<file path="src/rtl/fir_tx_packetizer.sv">
// fir_tx_packetizer
//   Takes FIR output samples, saturates them to 16 bits, buffers them in a FIFO and sends
//   each one to the PC as a 4-byte frame through a byte-level UART transmitter:
//     SYNC_BYTE, word[15:8], word[7:0], word[15:8] ^ word[7:0]
//   Samples that arrive while the FIFO is full (and no pop frees a slot) are dropped and
//   counted.
//
// Ports
//   clk         system clock
//   rstn        asynchronous active-low reset
//   in_valid    one-cycle strobe, in_data holds a new sample
//   in_data     signed filter output sample (IN_WIDTH bits)
//   tx_ready    UART transmitter idle, can accept a byte
//   tx_start    one-cycle pulse launching tx_data
//   tx_data     byte to transmit, holds its value between pulses
//   fifo_level  words currently buffered
//   drop_pulse  one-cycle pulse when a sample is discarded
//   drop_cnt    total dropped samples, saturating at 16'hFFFF
module fir_tx_packetizer #(
   parameter int unsigned IN_WIDTH  = 20,
   parameter int unsigned DEPTH     = 16,
   parameter logic [7:0]  SYNC_BYTE = 8'hA5
) (
   input  logic                        clk,
   input  logic                        rstn,
   input  logic                        in_valid,
   input  logic signed [IN_WIDTH-1:0]  in_data,
   input  logic                        tx_ready,
   output logic                        tx_start,
   output logic [7:0]                  tx_data,
   output logic [$clog2(DEPTH):0]      fifo_level,
   output logic                        drop_pulse,
   output logic [15:0]                 drop_cnt
);

   localparam int unsigned AW = $clog2(DEPTH);

   localparam logic signed [IN_WIDTH-1:0] SAT_MAX    = IN_WIDTH'(32767);
   localparam logic signed [IN_WIDTH-1:0] SAT_MIN    = IN_WIDTH'(-32768);
   localparam logic [AW:0]                FULL_LEVEL = (AW+1)'(DEPTH);
   localparam logic [AW:0]                LEVEL_ONE  = (AW+1)'(1);
   localparam logic [AW-1:0]              PTR_ONE    = AW'(1);

   localparam logic [1:0] ST_IDLE  = 2'd0;
   localparam logic [1:0] ST_ISSUE = 2'd1;
   localparam logic [1:0] ST_GAP   = 2'd2;

   // FIFO storage and bookkeeping
   logic [15:0]   mem [DEPTH];
   logic [AW-1:0] wr_ptr_q, rd_ptr_q;
   logic [AW:0]   count_q, count_d;

   // Framing FSM
   logic [1:0]    state_q, state_d;
   logic [1:0]    idx_q, idx_d;
   logic [15:0]   hold_q, hold_d;
   logic          tx_start_q, tx_start_d;
   logic [7:0]    tx_data_q, tx_data_d;

   logic          drop_pulse_q;
   logic [15:0]   drop_cnt_q;

   logic [15:0]   sat_word;
   logic [7:0]    issue_byte;
   logic          fifo_empty, fifo_full, pop, wr_ok, drop;

   always_comb begin
      if (in_data > SAT_MAX) begin
         sat_word = 16'h7FFF;
      end else if (in_data < SAT_MIN) begin
         sat_word = 16'h8000;
      end else begin
         sat_word = in_data[15:0];
      end
   end

   assign fifo_empty = (count_q == '0);
   assign fifo_full  = (count_q == FULL_LEVEL);

   // The sync byte does not depend on the word, so the pop and the launch of byte 0 share
   // one cycle; this is why popping waits for tx_ready.
   assign pop   = (state_q == ST_IDLE) && !fifo_empty && tx_ready;
   assign wr_ok = in_valid && (!fifo_full || pop);
   assign drop  = in_valid && !wr_ok;

   always_comb begin
      unique case (idx_q)
         2'd0:    issue_byte = SYNC_BYTE;
         2'd1:    issue_byte = hold_q[15:8];
         2'd2:    issue_byte = hold_q[7:0];
         default: issue_byte = hold_q[15:8] ^ hold_q[7:0];
      endcase
   end

   always_comb begin
      count_d = count_q;
      if (wr_ok && !pop) begin
         count_d = count_q + LEVEL_ONE;
      end else if (pop && !wr_ok) begin
         count_d = count_q - LEVEL_ONE;
      end
   end

   always_comb begin
      state_d    = state_q;
      idx_d      = idx_q;
      hold_d     = hold_q;
      tx_start_d = 1'b0;
      tx_data_d  = tx_data_q;
      case (state_q)
         ST_IDLE: begin
            if (pop) begin
               hold_d     = mem[rd_ptr_q];
               idx_d      = 2'd0;
               tx_start_d = 1'b1;
               tx_data_d  = SYNC_BYTE;
               state_d    = ST_GAP;
            end
         end
         ST_ISSUE: begin
            if (tx_ready) begin
               tx_start_d = 1'b1;
               tx_data_d  = issue_byte;
               state_d    = ST_GAP;
            end
         end
         ST_GAP: begin
            // tx_ready is ignored here: the UART needs a cycle to drop it after a start.
            if (idx_q == 2'd3) begin
               state_d = ST_IDLE;
            end else begin
               idx_d   = idx_q + 2'd1;
               state_d = ST_ISSUE;
            end
         end
         default: state_d = ST_IDLE;
      endcase
   end

   always_ff @(posedge clk) begin
      if (wr_ok) begin
         mem[wr_ptr_q] <= sat_word;
      end
   end

   always_ff @(posedge clk or negedge rstn) begin
      if (!rstn) begin
         wr_ptr_q     <= '0;
         rd_ptr_q     <= '0;
         count_q      <= '0;
         state_q      <= ST_IDLE;
         idx_q        <= 2'd0;
         hold_q       <= 16'h0000;
         tx_start_q   <= 1'b0;
         tx_data_q    <= 8'h00;
         drop_pulse_q <= 1'b0;
         drop_cnt_q   <= 16'h0000;
      end else begin
         if (wr_ok) begin
            wr_ptr_q <= wr_ptr_q + PTR_ONE;
         end
         if (pop) begin
            rd_ptr_q <= rd_ptr_q + PTR_ONE;
         end
         count_q      <= count_d;
         state_q      <= state_d;
         idx_q        <= idx_d;
         hold_q       <= hold_d;
         tx_start_q   <= tx_start_d;
         tx_data_q    <= tx_data_d;
         drop_pulse_q <= drop;
         if (drop && (drop_cnt_q != 16'hFFFF)) begin
            drop_cnt_q <= drop_cnt_q + 16'd1;
         end
      end
   end

   assign tx_start   = tx_start_q;
   assign tx_data    = tx_data_q;
   assign fifo_level = count_q;
   assign drop_pulse = drop_pulse_q;
   assign drop_cnt   = drop_cnt_q;

endmodule

</file>
<file path="config.mk">
export PLATFORM = sky130hd
export DESIGN_NAME = fir_tx_packetizer
export DESIGN_NICKNAME = d
export VERILOG_FILES = /design/src/rtl/fir_tx_packetizer.sv
export SDC_FILE = /design/constraint.sdc
export NUM_CORES = 1
export LEC_CHECK = 0
export BUFFER_PORTS_ARGS = -buffer_cell sky130_fd_sc_hd__buf_2
export CAP_MARGIN = 20
export CORE_MARGIN = 3
export CORE_UTILIZATION = 30
export CTS_BUF_LIST = sky130_fd_sc_hd__clkbuf_8
export CTS_CLUSTER_SIZE = 8
export DETAILED_ROUTE_END_ITERATION = 10
export GPL_TIMING_DRIVEN = 0
export MAX_ROUTING_LAYER = met4
export PLACE_DENSITY = 0.48
export SLEW_MARGIN = 20
export SYNTH_ARGS = -nofsm -noshare
export SYNTH_HDL_FRONTEND = slang
export SYNTH_SLANG_ARGS = --single-unit
</file>
<file path="constraint.sdc">
create_clock -name clk -period 7.6 [get_ports clk]
set_input_delay 0.38 -clock clk [delete_from_list [all_inputs] [get_ports clk]]
set_output_delay 0.38 -clock clk [all_outputs]
set_load 0.02 [all_outputs]
</file>
== After elaboration in Yosys (flattened, before gate mapping) ==
Memories as Yosys holds them, arrays and structs flattened. A register that Yosys moved wholly into a read port is not among the register bits.
Cells that the tools add are included.

* Register bits: 43
* Memory bits (writable): 256
* Input port bits: 24
* Output and inout port bits: 31
* Logic and storage cells: 72
* Memories kept: 1

{| class="wikitable"
|+ Memory list
! name !! words !! width !! rd ports !! clocked after Yosys merged registers in !! write ports !! RTL line !! text
|-
| mem || 16 || 16 || 1 || 1 || 1 || 49 || <nowiki>logic [15:0] mem [DEPTH];</nowiki>
|}

* Add/subtract/negate cells: 6
* Magnitude comparators: 2
* Equal/unequal tests: 10
* Mux-type cells: 20
* Bitwise gates (word level): 1
* Reductions and logical operators: 23

{| class="wikitable"
|+ Operators with widths
! cell !! count
|-
| $mux W16 || 2
|-
| $pmux W8 S3 || 1
|-
| $gt A20 B16 Y1 const B || 1
|-
| $lt A20 B16 Y1 const B || 1
|-
| $add A16 B1 Y16 const B || 1
|-
| $mux W8 || 2
|-
| $ne A16 B16 Y1 const B || 1
|-
| $pmux W8 S2 || 1
|-
| $mux W5 || 2
|-
| $add A4 B1 Y4 const B || 2
|-
| $mux W2 || 4
|-
| $xor A8 B8 Y8 || 1
|-
| $logic_and A1 B1 Y1 || 7
|-
| $eq A2 B2 Y1 const B || 3
|-
| $ne A2 B2 Y1 const B || 3
|-
| $pmux W2 S3 || 1
|-
| $reduce_and A3 Y1 || 2
|-
| $reduce_bool A2 Y1 || 3
|-
| $add A5 B1 Y5 const B || 1
|-
| $eq A5 B5 Y1 const B || 1
|-
| $logic_not A1 Y1 || 5
|-
| $logic_not A5 Y1 || 1
|-
| $mux W1 || 5
|-
| $sub A5 B1 Y5 const B || 1
|-
| other kinds (7) || 10
|}

== Longest topological paths before layout ==
* Depth in word-level cells: 10
* Mapped depth: 12
* Mapped depth without buffers: 10

== Worst setup path after synthesis ==
Ideal clock, no wire load.

* Kind: register -> register
* Start: register count_q[0] (netlist: fifo_level[0])
* End: register count_q[4] (netlist: fifo_level[4])
* Setup time: 138 ps
* Data arrival time: 2907 ps
* Required time: 7462 ps
* Path slack: 4555 ps
* Stages on the path, launching flop included: 13
* Buffers on the path: 2
* Period minus slack after synthesis: 3045 ps
* Cell sequence: dfrtp_1 -> or4_4 -> o21bai_1 -> buf_4 -> buf_2 -> ha_1 -> inv_1 -> fa_1 -> a21o_1 -> a21oi_1 -> xnor2_1 -> nor2_1 -> xor2_1

* Cells in the longest elaborated chain, start to end: 9
* Elaborated cells between the ends (all ways): 17
* Classes of those cells: add/sub (2); eq/ne (1); mux (2); reduce/logical (12)

{| class="wikitable"
|+ RTL lines
! item !! RTL line !! text
|-
| start, declared || 51 || <nowiki>logic [AW:0] count_q, count_d;</nowiki>
|-
| start signal, assigned || 165 || <nowiki>count_q <= count_d;</nowiki>
|-
| branches (longest 9 deep; another with $sub A5 B1 Y5) || n/a ||
|}

Several ways; the timed one is not identified. The select of a mux whose other input is x is not followed.
A chain may end at the register's enable or synchronous reset.

== Final worst setup path ==
Ends and elaborated chain as after synthesis.

==> metrics.md <==
| Metric | Value |
|---|---|
| Status | finished clean |
| Routed via count | 6,669 |
| WS Path Type | register to register |
| Max Fclk | 0.305 GHz |
| Antenna violations before repair | 0 |
| Dominant cell type by area after synthesis | edfxtp_1 |
| Share of the yosys chip area belonging to registers | 71.6% |
| Clock power share | 25.0% |
| Total Wirelength | just under 30,000 um |
| Clock sinks | 315 |
| Ant diodes | 0 |
| Yosys warning total | 0 |
| Met2 Use GR | 20.8% |
| Placed Cells | 1,317 |
| Hold Crit Class | primary input to register |
| Seq pwr share | between 40% and 50% |
| DP HPWL | 19,000 um |
| Max FO, Critical Path | 10 |
| Drt pass-1 iters | 4 |
| Max_slew headroom | 41.7% |
| Cell Area, Placed | 14,000 sq um |
| Area contributors post-synth | edfxtp_1, dfrtp_1, mux4_2, xnor2_1, mux2_2 |
| Wire length per cell | 20.6 um |
| GRT Overall Usage | approximately 14% |
| DRC Markers | 0 |
| Worst path cell trace | or4_4 -> o21bai_1 -> buf_4 -> buf_2 -> ha_1 -> inv_1 -> fa_1 -> a21o_1 -> a21oi_1 -> xnor2_1 -> nor2_1 -> xor2_1 |
| Die Ht | 213 um |
| Syn_area_per_cell | between 15 and 20 sq um |
| CTS HTree Levels | 2 |
| Fin Setup TNS | 0 ns |
| Final nets | roughly 870 |
| Grt total ovfl | 0 |
| Cell Rows | 75 |
| Final critical-path required period | 3.28 ns |
| GP Congestion | just over 0.7 |
| Post-cts resize count | 0 |
| Sw frac | 33.2% |
| Vias in the first global route | 7,014 |
| Share of cells above drive strength 1 | 27.9% |
| Hold Path Cell Cnt | 2 |
| Global routing usage on met3 | under 10% |
| CTS clk-pin slew, worst paths | 0.06 ns |
| PortBufs | 54 |
| # IOs | 55 |
| Worst path required time | 8.07 ns |
| M1 GR Usage | 18.5% |
| Worst vdd ir | 138 uV |
| Vias per std cell | about 4.7 |
| CP max-delay cell | or4_4 |
| Net switching power | 0.00173 W |
| Cell Pwr Density | 349 nW/um^2 |
| Clock buffer depth | 3 |
| Int Power | 0.00348 W |
| Worst skew pair latency | 0.60 ns |
| FILL cells | 4,007 |
| First-pass GRT wire length | 44,200 um |
| Combinational power share | 31.4% |
| Worst-Margin Slew | 0.875 ns |
| Final hold violations | 0 |
| Cell Area, Synth | 12,800 sq um |
| TritonCTS Buffers | 51 |
| Period utilization | roughly 43% |
| Synth top area share | approximately three fifths |
| Clk root buf | clkbuf_8 |
| Die area | 45,200 sq um |
| CTS tree | built |
| Crit start category | register |
| Largest net degree at the start of global routing | between 40 and 50 |
| Synth async-reset ratio | 18.7% |
| Post-route design area | between 10,000 and 15,000 sq um |
| Synthesis-stage register bit count | 315 |
| Main flop type after synthesis | edfxtp_1 |
| CP endpoint kind | register |
| Setup violations, final | 0 |
| Clock skew | 0.0311 ns |
| Post-synthesis cell type count | 42 |
| Largest stage delay, worst path | ~0.6 ns |
| Cells after synthesis | roughly 700 |
| Number of max-cap violations | 0 |
| Leak Pwr | 5.34 nW |
| Effective utilization at floorplan | 30.5% |
| Die outline width | 213 um |
| Final-report max-slew violation count | 0 |
| First-iteration detailed-routing DRC count | 480 |
| Area grow syn2layout | 16.5% |
| CORE AREA | 42,000 sq um |
| RSZ-0062 raised after global routing | false |
| Gr busiest metal | met2 |
| Post-CTS setup buffers | 0 |
| Post-synth EDFFs | 256 |
| R2R cell count | 12 |
| Syn_nets | 750 |
| Post-route insts no fill | between 1,000 and 1,500 |
| Post-route ant nets | 0 |
| WP data arrival | 3.75 ns |
## stage by stage
step	worst slack [ns]	total power (W)	utilization, %	hold WS [ns]
6_report	4.32	0.00520	35.5	0.140
5_1_grt	4.10	0.00553	35.5	0.105
4_1_cts	4.28	0.00530	35.5	0.0934
3_5_place_dp	4.29	0.00397	33.3	0.305
3_3_place_gp	2.90	0.00392	32.7	0.472
2_1_floorplan	4.56	0.00341	-	0.0844
## timing repair
item,CTS,global route
setup endpoints to repair,0,0
endpoints found under the hold margin,29,0
hold buffers,2,0
## flip-flops by register name, indices dropped and copies added (netlist names)
register / flops
mem: 256
drop_cnt: 16
hold_q: 16
tx_data: 8
fifo_level: 5
rd_ptr_q: 4
wr_ptr_q: 4
idx_q: 2
state_q: 2
drop_pulse: 1
tx_start: 1
## area by class of cell
cell class	instances	area, sq um	share of cell area (%)
Sequential cell	315	9160	61.4
Multi-Input combinational cell	347	3490	23.4
Clock buffer	52	716	4.80
Tap cell	539	674	4.52
Timing Repair Buffer	69	448	3.00
Buffer	38	199	1.33
Clock inverter	42	184	1.23
Inverter	11	41.3	0.277
## layer usage
layer | part of all wire [%] | wire length (um)
met1 | 47 | 13500
met2 | 47 | 13600
met3 | 4.4 | 1290
met4 | 2.1 | 607
met5 | 0 | 0
## cells by family (layout without fill, tap and decap cells)
logic type | after synthesis | in the layout | synth area share [%]
AOI/OAI and AO/OA | 85 | 85 | 4.47
xor gates and xnor gates | 34 | 34 | 2.33
adders and majority gates | 15 | 15 | 1.52
buffers and inverters | 49 | 212 | 1.88
DFF | 315 | 315 | 71.6
muxes | 98 | 98 | 14.1
and+or+nand+nor | 115 | 115 | 4.13
## path summary, 6_finish.rpt
check | startpoint | endpoint | slack, ns
worst max-delay path | fifo_level[0] | fifo_level[4] | 4.32
worst min-delay path | in_valid | drop_pulse | 0.14
worst max register to register | fifo_level[0] | fifo_level[4] | 4.32
worst min register to register | tx_data[6] | tx_data[6] | 0.48
max in group asynchronous | rstn | hold_q[14] | 6.80
min in group asynchronous | rstn | drop_cnt[11] | 0.24
## cell usage in the layout (no fill, tap or decap), types with 6 or more instances in the layout
master | Yosys | layout
edfxtp_1 | 256 | 256
mux4_2 | 64 | 64
buf_2 | 6 | 59
dfrtp_1 | 59 | 59
nand2_1 | 53 | 53
clkbuf_8 | 0 | 52
inv_1 | 10 | 37
xnor2_1 | 30 | 30
a21oi_1 | 22 | 22
clkbuf_1 | 21 | 21
o21ai_0 | 21 | 21
mux2_2 | 18 | 18
mux2i_1 | 16 | 16
o21a_1 | 15 | 15
ha_1 | 14 | 14
buf_6 | 4 | 12
nand4_1 | 12 | 12
nor2_1 | 23 | 11
buf_4 | 5 | 8
nor2_4 | 0 | 8
clkinv_1 | 0 | 8
a21o_1 | 6 | 6
nand3_1 | 6 | 6
## cells in the mapped netlist, types with 10 or more instances
cell,number
mux4_2,64
nand2_1,53
clkbuf_1,21
mux2_2,18
edfxtp_1,256
dfrtp_1,59
mux2i_1,16
o21ai_0,21
o21a_1,15
xnor2_1,30
nor2_1,23
ha_1,14
a21oi_1,22
inv_1,10
nand4_1,12
## critical path: cells and delay by family (launching register included)
kind / cells / cell delay, ns
simple gates: 2 / 0.67
fa+ha+maj: 2 / 0.62
buf+inv: 3 / 0.57
compound gates: 3 / 0.53
flops: 1 / 0.48
xor+xnor: 2 / 0.28
## power groups by stage
stage / sequential [W] / clock [W] / combinational, W
final: 0.00227 / 0.00130 / 0.00163
after global routing: 0.00230 / 0.00144 / 0.00179
after CTS: 0.00228 / 0.00135 / 0.00167
after detailed placement: 0.00231 / 0 / 0.00166
after global placement: 0.00231 / 0 / 0.00161
after floorplan: 0.00231 / 0 / 0.00111
Power figures use the tool's default switching activity.
